[src/rtl/pwm_mc_timer.sv]
// ---------------------------------------------------------------------------
// pwm_mc_timer
//   Multi-channel PWM timer core. A single prescaled time-base drives NUM_CH
//   compare channels. The time-base counts up, down or center-aligned
//   (up/down). The period and the compare values are double-buffered: writes
//   land in shadow registers and are copied to the active registers on the
//   update event (counter wrap). While the time-base is disabled the active
//   registers follow the shadows every cycle, so a configuration written
//   before start-up takes effect at once.
//
//   Optional build macro: PWM_ONESHOT_EN adds the oneshot input and the done
//   output. With oneshot=1 the counter stops at its wrap target on the first
//   update event after en rises. done stays set until en goes low and high
//   again.
//
// Ports
//   clk        system clock
//   rst        synchronous active-high reset
//   en         time-base enable (0 holds prescaler and counter)
//   upnotdown  1 = count up, 0 = count down (ignored in center mode)
//   center_en  1 = center-aligned up/down counting
//   prescale   tick every prescale+1 clk cycles
//   wr_en      shadow register write strobe
//   wr_addr    0 = period, 1+2k = compare1[k], 2+2k = compare2[k]
//   wr_data    write data
//   ch_en      per-channel output enable
//   ch_mode    per channel [2k+1:2k]: 00 left, 01 right, 10 window, 11 off
//   count_val  current counter value
//   update     one-clk pulse after each update event
//   pwm_out    registered PWM outputs
//   oneshot    (PWM_ONESHOT_EN only) stop on the first update event
//   done       (PWM_ONESHOT_EN only) sticky one-shot completion flag
// ---------------------------------------------------------------------------
module pwm_mc_timer #(
    parameter int NUM_CH  = 4,
    parameter int CNT_W   = 16,
    parameter int PRESC_W = 8,
    localparam int ADDR_W = $clog2(2*NUM_CH+1)
) (
    input  logic                clk,
    input  logic                rst,
    input  logic                en,
    input  logic                upnotdown,
    input  logic                center_en,
    input  logic [PRESC_W-1:0]  prescale,
    input  logic                wr_en,
    input  logic [ADDR_W-1:0]   wr_addr,
    input  logic [CNT_W-1:0]    wr_data,
    input  logic [NUM_CH-1:0]   ch_en,
    input  logic [2*NUM_CH-1:0] ch_mode,
    output logic [CNT_W-1:0]    count_val,
    output logic                update,
    output logic [NUM_CH-1:0]   pwm_out
`ifdef PWM_ONESHOT_EN
    ,
    input  logic                oneshot,
    output logic                done
`endif
);

    // Time-base state
    logic [PRESC_W-1:0] psc_reg, psc_next;
    logic [CNT_W-1:0]   count_reg, count_next;
    logic               dir_reg, dir_next;      // center mode: 1 = counting up
    logic               update_reg;
    logic               tick;
    logic               update_event;

    // Shadow / active configuration
    logic [CNT_W-1:0]              period_shadow_reg, period_active_reg;
    logic [NUM_CH-1:0][CNT_W-1:0]  cmp1_shadow_reg, cmp1_active_reg;
    logic [NUM_CH-1:0][CNT_W-1:0]  cmp2_shadow_reg, cmp2_active_reg;

    logic [NUM_CH-1:0] pwm_reg, pwm_next;

    // run: counter may advance on a tick; stop_on_wrap: freeze at wrap target
    logic run;
    logic stop_on_wrap;

`ifdef PWM_ONESHOT_EN
    logic en_d_reg;
    logic done_reg;
    logic en_rise;

    assign en_rise      = en & ~en_d_reg;
    // A rising en restarts a finished one-shot in the same cycle.
    assign run          = ~done_reg | en_rise;
    assign stop_on_wrap = oneshot;

    always_ff @(posedge clk) begin
        if (rst) begin
            en_d_reg <= 1'b0;
            done_reg <= 1'b0;
        end else begin
            en_d_reg <= en;
            if (en_rise)
                done_reg <= 1'b0;
            if (update_event && oneshot)
                done_reg <= 1'b1;
        end
    end

    assign done = done_reg;
`else
    assign run          = 1'b1;
    assign stop_on_wrap = 1'b0;
`endif

    // -----------------------------------------------------------------------
    // Prescaler and counter next-state
    // -----------------------------------------------------------------------
    always_comb begin
        tick         = en && (psc_reg == prescale);
        psc_next     = psc_reg;
        count_next   = count_reg;
        dir_next     = dir_reg;
        update_event = 1'b0;

        if (en)
            psc_next = tick ? '0 : psc_reg + 1'b1;

        if (tick && run) begin
            if (center_en) begin
                if (count_reg == '0) begin
                    // Leaving the bottom is the update event in center mode.
                    update_event = 1'b1;
                    dir_next     = 1'b1;
                    count_next   = (period_active_reg == '0) ? '0 : CNT_W'(1);
                end else if (count_reg >= period_active_reg) begin
                    // >= so a count left above a shrunk period turns around.
                    dir_next   = 1'b0;
                    count_next = count_reg - 1'b1;
                end else if (dir_reg) begin
                    count_next = count_reg + 1'b1;
                end else begin
                    count_next = count_reg - 1'b1;
                end
            end else if (upnotdown) begin
                if (count_reg >= period_active_reg) begin
                    update_event = 1'b1;
                    count_next   = '0;
                end else begin
                    count_next = count_reg + 1'b1;
                end
            end else begin
                if (count_reg == '0) begin
                    update_event = 1'b1;
                    count_next   = period_active_reg;
                end else begin
                    count_next = count_reg - 1'b1;
                end
            end

            // One-shot: park on the wrap target (only differs from the
            // normal next value in center mode, where it would move to 1).
            if (update_event && stop_on_wrap && center_en)
                count_next = '0;
        end
    end

    // -----------------------------------------------------------------------
    // PWM decode, one channel per generate instance
    // -----------------------------------------------------------------------
    generate
        for (genvar gi = 0; gi < NUM_CH; gi++) begin : g_ch
            logic [1:0]       mode;
            logic [CNT_W-1:0] c1;
            logic [CNT_W-1:0] c2;

            assign mode = ch_mode[2*gi +: 2];
            assign c1   = cmp1_active_reg[gi];
            assign c2   = cmp2_active_reg[gi];

            // Window with c1 >= c2 is empty, left with c1 = 0 is never true.
            assign pwm_next[gi] = ch_en[gi] && (
                  ((mode == 2'b00) && (count_reg <  c1))
               || ((mode == 2'b01) && (count_reg >= c1))
               || ((mode == 2'b10) && (count_reg >= c1) && (count_reg < c2)));
        end
    endgenerate

    // -----------------------------------------------------------------------
    // State registers
    // -----------------------------------------------------------------------
    always_ff @(posedge clk) begin
        if (rst) begin
            psc_reg           <= '0;
            count_reg         <= '0;
            dir_reg           <= 1'b1;
            update_reg        <= 1'b0;
            pwm_reg           <= '0;
            period_shadow_reg <= '0;
            period_active_reg <= '0;
            cmp1_shadow_reg   <= '0;
            cmp1_active_reg   <= '0;
            cmp2_shadow_reg   <= '0;
            cmp2_active_reg   <= '0;
        end else begin
            psc_reg    <= psc_next;
            count_reg  <= count_next;
            dir_reg    <= dir_next;
            update_reg <= update_event;
            pwm_reg    <= pwm_next;

            if (wr_en && (wr_addr == '0))
                period_shadow_reg <= wr_data;

            // Non-blocking read of the shadow: a write colliding with the
            // update event waits for the next one.
            if (update_event || !en)
                period_active_reg <= period_shadow_reg;

            for (int k = 0; k < NUM_CH; k++) begin
                if (wr_en && (wr_addr == ADDR_W'(2*k+1)))
                    cmp1_shadow_reg[k] <= wr_data;
                if (wr_en && (wr_addr == ADDR_W'(2*k+2)))
                    cmp2_shadow_reg[k] <= wr_data;
                if (update_event || !en) begin
                    cmp1_active_reg[k] <= cmp1_shadow_reg[k];
                    cmp2_active_reg[k] <= cmp2_shadow_reg[k];
                end
            end
        end
    end

    assign count_val = count_reg;
    assign update    = update_reg;
    assign pwm_out   = pwm_reg;

endmodule

[config.mk]
export PLATFORM = sky130hd
export DESIGN_NAME = pwm_mc_timer
export DESIGN_NICKNAME = d
export VERILOG_FILES = /design/src/rtl/pwm_mc_timer.sv
export SDC_FILE = /design/constraint.sdc
export NUM_CORES = 1
export LEC_CHECK = 0
export ABC_CLOCK_PERIOD_IN_PS = 3900
export CAP_MARGIN = 0
export CORE_UTILIZATION = 40
export DETAILED_ROUTE_END_ITERATION = 16
export SYNTH_ARGS = -nofsm -noshare
export SYNTH_HDL_FRONTEND = slang
export SYNTH_SLANG_ARGS = --single-unit
[constraint.sdc]
create_clock -name clk -period 3.9 [get_ports clk]
set_input_delay 0.78 -clock clk [delete_from_list [all_inputs] [get_ports clk]]
set_output_delay 0.78 -clock clk [all_outputs]
set_load 0.02 [all_outputs]
* Word level (Yosys, flattened, before mapping) *
Index checks and enable logic that the tools add are counted.

storage, ports and cells
  register bits = 318
  bits in latches = 0
  memory bits (writable) = 0
  bits in read-only memories = 0
  bits of input ports = 46
  output and inout bits = 21
  word-level logic and storage cells = 121
  memories kept = 0

cells by class
  $add $sub $neg = 3
  multiply operators = 0
  divide/modulo/power cells = 0
  order comparisons = 13
  equality and inequality tests = 17
  shift-type cells = 0
  muxes and demuxes = 16
  bitwise logic cells = 0
  reductions and logical operators = 49

operators by type and width
  cell                                                  number
  < comparator 16 bit                                   8
  2-to-1 mux 16 bit                                     7
  greater-or-equal comparator 16 bit                    5
  logical NOT 16 bit                                    2
  logical AND 1 bit                                     30
  adder 16 x 1 -> 16 bit (second input constant)        1
  equality test 4 x 3 -> 1 bit (second input constant)  4
  subtractor 16 x 1 -> 16 bit (second input constant)   1
  logical OR 1 bit                                      9
  adder 8 x 1 -> 8 bit (second input constant)          1
  equality test 2 x 1 -> 1 bit (second input constant)  4
  equality test 2 bit (second input constant)           4
  equality test 4 x 2 -> 1 bit (second input constant)  2
  equality test 8 bit                                   1
  logical NOT 2 bit                                     4
  2-to-1 mux 1 bit                                      8
  2-to-1 mux 8 bit                                      1
  equality test 4 x 1 -> 1 bit (second input constant)  1
  equality test 4 bit (second input constant)           1
  logical NOT 4 bit                                     1
  AND reduction 3 bit                                   1
  nonzero test 2 bit                                    1
  logical NOT 1 bit                                     1

* Logic depth before layout (Yosys ltp) *
  word-level depth = 6
  mapped depth = 13
  depth with buffers taken out = 9

* Least setup slack after synthesis *
OpenSTA, ideal clock, no wires.

  path kind = reg-to-reg
  start point = reg count_reg[0], in the netlist count_val[0]
  end point = reg count_reg[10], in the netlist count_val[10]
  setup time = 0.128 ns
  data arrival time = 2.992 ns
  data required time = 3.772 ns
  slack = 0.781 ns
  cell stages (with the launch flop) = 13
  buffers on the path = 3
  period minus slack after synthesis = 3.119 ns
  path through = dfxtp_1 clkbuf_1 inv_1 ha_1 nand2b_1 a2111o_1 a311oi_2 o211ai_1 buf_2 buf_2 and3_1 a2111oi_0 nor2_1

between the ends
  word-level cells in the longest chain between the ends = 5
  elaborated cells between the ends (all ways) = 11
  those cells by class = add/sub: 2; order compare: 1; mux: 7; reduce/logical: 1

RTL lines
  what                                                                   line  text
  start: declaration                                                     63    logic [CNT_W-1:0] count_reg, count_next;
  start signal: assignment                                               200   count_reg <= count_next;
  subtractor 16 x 1 -> 16 bit or adder 16 x 1 -> 16 bit (tied branches)  -
  2-to-1 mux 16 bit                                                      133   end else if (dir_reg) begin
  2-to-1 mux 16 bit                                                      129   end else if (count_reg >= period_active_reg) begin
  2-to-1 mux 16 bit                                                      124   if (count_reg == '0) begin
  2-to-1 mux 16 bit (*)                                                  123   if (center_en) begin

Mark *: on every way between the ends. The rest lies on a longest branch, timed or not.
A chain may end at the register's enable or synchronous reset.

* Worst setup path after layout *
  start point = reg period_active_reg[15]
  end point = reg period_active_reg[4]

between the ends
  word-level cells in the longest chain between the ends = 6

RTL lines
  what                                line  text
  start: declaration                  70    logic [CNT_W-1:0] period_shadow_reg, period_active_reg;
  start signal: assignment            211   period_active_reg <= period_shadow_reg;
  greater-or-equal comparator 16 bit  139   if (count_reg >= period_active_reg) begin
  2-to-1 mux 1 bit                    139
  2-to-1 mux 1 bit                    138   end else if (upnotdown) begin
  2-to-1 mux 1 bit                    123
  2-to-1 mux 1 bit                    122   if (tick && run) begin
  logical OR 1 bit                    210   if (update_event || !en)

No other way between the ends.

==> impl_results.md <==
- Status: completed
- Worst Setup Start Kind: register
- Global-route wire length before repair: 83.21 mm
- Gr usage total: 24.21%
- Max Slew Vio Count: 0
- CP max FO: 50
- Post-synth top flop: dfxtp_1
- Initial DRT Pass Iterations: 5
- Post-CTS Setup Inserts: 0
- Clock Root Buffer: clkbuf_16
- Full die area: 43690 um2
- Post-synthesis sequential area ratio: 37.13%
- PortBufs: 66
- H-tree Lvls: 2
- Switching Power: roughly 1800 uW
- Die Ht: 209.0 um
- Fill count: 4109
- RSZ-0062 raised after global routing: false
- Grt total ovfl: 0
- Worst Reg-to-Reg Cells: 9
- Antenna viol nets, final: 0
- Clock transition at path regs: 0.06 ns
- IO Count: 67
- Maximum vdd drop: 343.6 uV
- Final Skew: 0.02516 ns
- Via count: about 15k
- CP max-delay cell: a21o_4
- Initial antenna violation count: 0
- Proportion of layout cells with a drive suffix above 1: around 6.5%
- Hold Vio Cnt, Final: 0
- Post-synthesis async set-or-reset flop share: 0%
- Number of flops mapped to enable cells by yosys: 0
- Synth Cell Area: ~17000 um2
- Avg Inst Size Synth: roughly 8 um2
- Hold path depth: 2
- Starting Density: 40.69%
- Clock power share: 46.8%
- Worst r2r src: period_active_reg[15]
- Drt total wl: around 53 mm
- Fin nets: approximately 2.3k
- Reg2reg setup slack: around 0.72 ns
- Synth-to-Final Area Change: 13.37%
- Largest stage delay, worst path: just over 0.6 ns
- PostCTS Resize Cnt: 0
- Critical R2R Capture: period_active_reg[4]
- # DRC: 0
- DP Area: 18250 um2
- Setup Viol. Count Final: 0
- Leakage Power: between 0.007 and 0.008 uW
- Vias in the first global route: approximately 15k
- Final Critical Period: 3.184 ns
- Hold_buf cts: 0
- Worst min path class: register to register
- Synth area leader: dfxtp_1
- Die X: about 210 um
- FP Rows: 75
- Crit-path cells: inv_1 -> ha_1 -> nand4_1 -> or2_2 -> o21ai_1 -> a21o_4 -> buf_4 -> nand3_1 -> a21oi_1
- Internal: approximately 5500 uW
- Seq pwr share: between 40 and 50%
- Final period util: 81.65%
- Setup crit end kind: register
- Comb pwr share: 7.7%
- Post-route setup TNS: 0 ns
- Synth warn: 0
- DR vias/cell: ~5.8
- Synthesized Nets: about 2.3k
- Switching Share: between 20% and 30%
- FF+latch count, synth: 318
- DR WL/cell: 20.15 um
- CTS tree: done
- Final instance area: roughly 20000 um2
- Max Root-Sink Buffers: 3
- Core area: ~42000 um2
- Placer congestion estimate: 0.9268
- Pwr/cell area: 373.1 nW/um2
- Peak Freq: between 300 and 400 MHz
- Gate count of the mapped netlist: between 2k and 2.5k
- CTS buffer count: 37
- CP required: 4.35 ns
- Crit path DAT: 3.63 ns
- Starting DRT DRC Count: approximately 1.2k
- Max_slew headroom: between 20% and 30%
- Largest net degree at the start of global routing: between 150 and 200
- Synth cell types: 70
- Worst-Skew Late Latency: about 0.54 ns
- Crit path buf inv count: 2
- Worst path top cell family by delay: compound AO/OA/AOI/OAI gates
- DPL Wire Length: approximately 34 mm
- CP Class: register to register
- Hold_sp: period_shadow_reg[11]
- Top area cells in the synthesized netlist: dfxtp_1, ha_1, a21oi_1
- Core Util, Final: between 40% and 50%
- WHS Endpoint: period_shadow_reg[11]
- Least-Margin Pin Slew: 1.109 ns
- Maximum Capacitance Violations: 0
- Top-area cell type share of the netlist area: about 37%
- Clock sink count: between 300 and 400
## how the worst max path moves through the flow
stage,end,depth (start not counted),slack [ns],startpoint
final,period_active_reg[4],9,0.72,period_active_reg[15]
after global routing,period_active_reg[4],9,0.58,period_active_reg[15]
after CTS,g_ch[1].c1[7],9,0.77,period_active_reg[13]
after detailed placement,count_val[5],6,0.71,prescale[7]
after global placement,count_val[5],8,0.69,center_en
after floorplan,count_val[10],12,0.78,count_val[0]
## cells in the mapped netlist, drive strengths merged (4+ instances only)
library cell / instances
a211oi: 15
a21o: 32
a21oi: 262
a221oi: 5
a31oi: 7
and2: 4
and3: 7
buf: 47
clkbuf: 132
dfxtp: 318
ha: 144
inv: 154
mux2i: 74
nand2: 199
nand2b: 9
nand3: 169
nand4: 32
nor2: 133
nor2b: 11
nor3: 23
nor3b: 5
nor4: 13
o2111ai: 4
o211ai: 153
o21a: 11
o21ai: 41
o31ai: 6
or2: 4
or3: 8
xnor2: 29
xor2: 13
## cell type report
class | instances | area, um2 | share of cell area, %
Multi-Input combinational cell | 1457 | 9494 | 48.85
Sequential cell | 318 | 6366 | 32.75
Timing Repair Buffer | 117 | 1134 | 5.832
Clock buffer | 54 | 1091 | 5.614
Tap cell | 539 | 674.4 | 3.470
Inverter | 154 | 578.1 | 2.974
Clock inverter | 10 | 93.84 | 0.4828
Antenna cell | 2 | 5.005 | 0.02575
## placed cells by master (no fill, tap or decap), types with 6 or more instances in the layout
cell,Yosys,routed
buf_12,0,7
or3_1,7,6
a21o_1,32,31
o211ai_1,153,153
a21oi_1,261,261
nor4_1,11,11
o21a_1,11,11
dfxtp_1,318,318
o21ai_0,39,39
nand2b_1,9,8
clkbuf_16,0,38
nand2_1,199,199
xnor2_1,29,29
and3_1,7,7
nor3_1,21,20
clkinv_2,0,6
buf_4,7,45
clkbuf_8,0,8
o31ai_1,6,6
clkbuf_1,132,8
a31oi_1,7,7
nor2_1,133,133
inv_1,154,154
clkdlybuf4s50_1,0,64
xor2_1,13,13
mux2i_1,74,74
nand4_1,32,32
nand3_1,169,169
nor2b_1,11,11
ha_1,144,144
a211oi_1,15,15
## worst register-to-register path, cell delays in order (launching register included)
cell and delay (ns):
dfxtp_1 0.42, inv_1 0.07, ha_1 0.32, nand4_1 0.19
or2_2 0.37, o21ai_1 0.44, a21o_4 0.62, buf_4 0.39
nand3_1 0.13, a21oi_1 0.16
## through the flow
step	setup WS (ns)	std cells	total power [uW]	hold WS (ns)
after floorplan	0.7805	2108	3712	0.4366
after global placement	0.6943	2585	3919	0.4424
after detailed placement	0.7115	2585	3924	0.4470
after CTS	0.7689	2649	7315	0.4551
after global routing	0.5761	2649	7495	0.4704
final	0.7158	2651	7252	0.4551
## per-layer routing
| metal | up-vias | part of all wire [%] | GRT usage, % |
|---|---|---|---|
| li1 | 7376 | - | - |
| met1 | 7341 | 45 | 32.93 |
| met2 | 508 | 46 | 39.53 |
| met3 | 93 | 6.2 | 2.916 |
| met4 | 0 | 3.1 | 8.342 |
| met5 | - | 0 | 0 |
## cells by family after synthesis
kind of cell    synth area share, %
simple gates                  17.34
compound gates                20.73
buf+inv                       7.692
flops                         37.13
fa+ha+maj                     10.51
mux                           4.452
xor+xnor                      2.146
## power groups by stage
stage	logic [uW]	clock network (uW)	registers, uW
after global placement	551	0	3370
after CTS	557	3460	3300
final	560	3390	3300
after floorplan	344	0	3370
after detailed placement	554	0	3370
after global routing	600	3600	3300
Note: power is estimated with default switching activity, not from simulation.
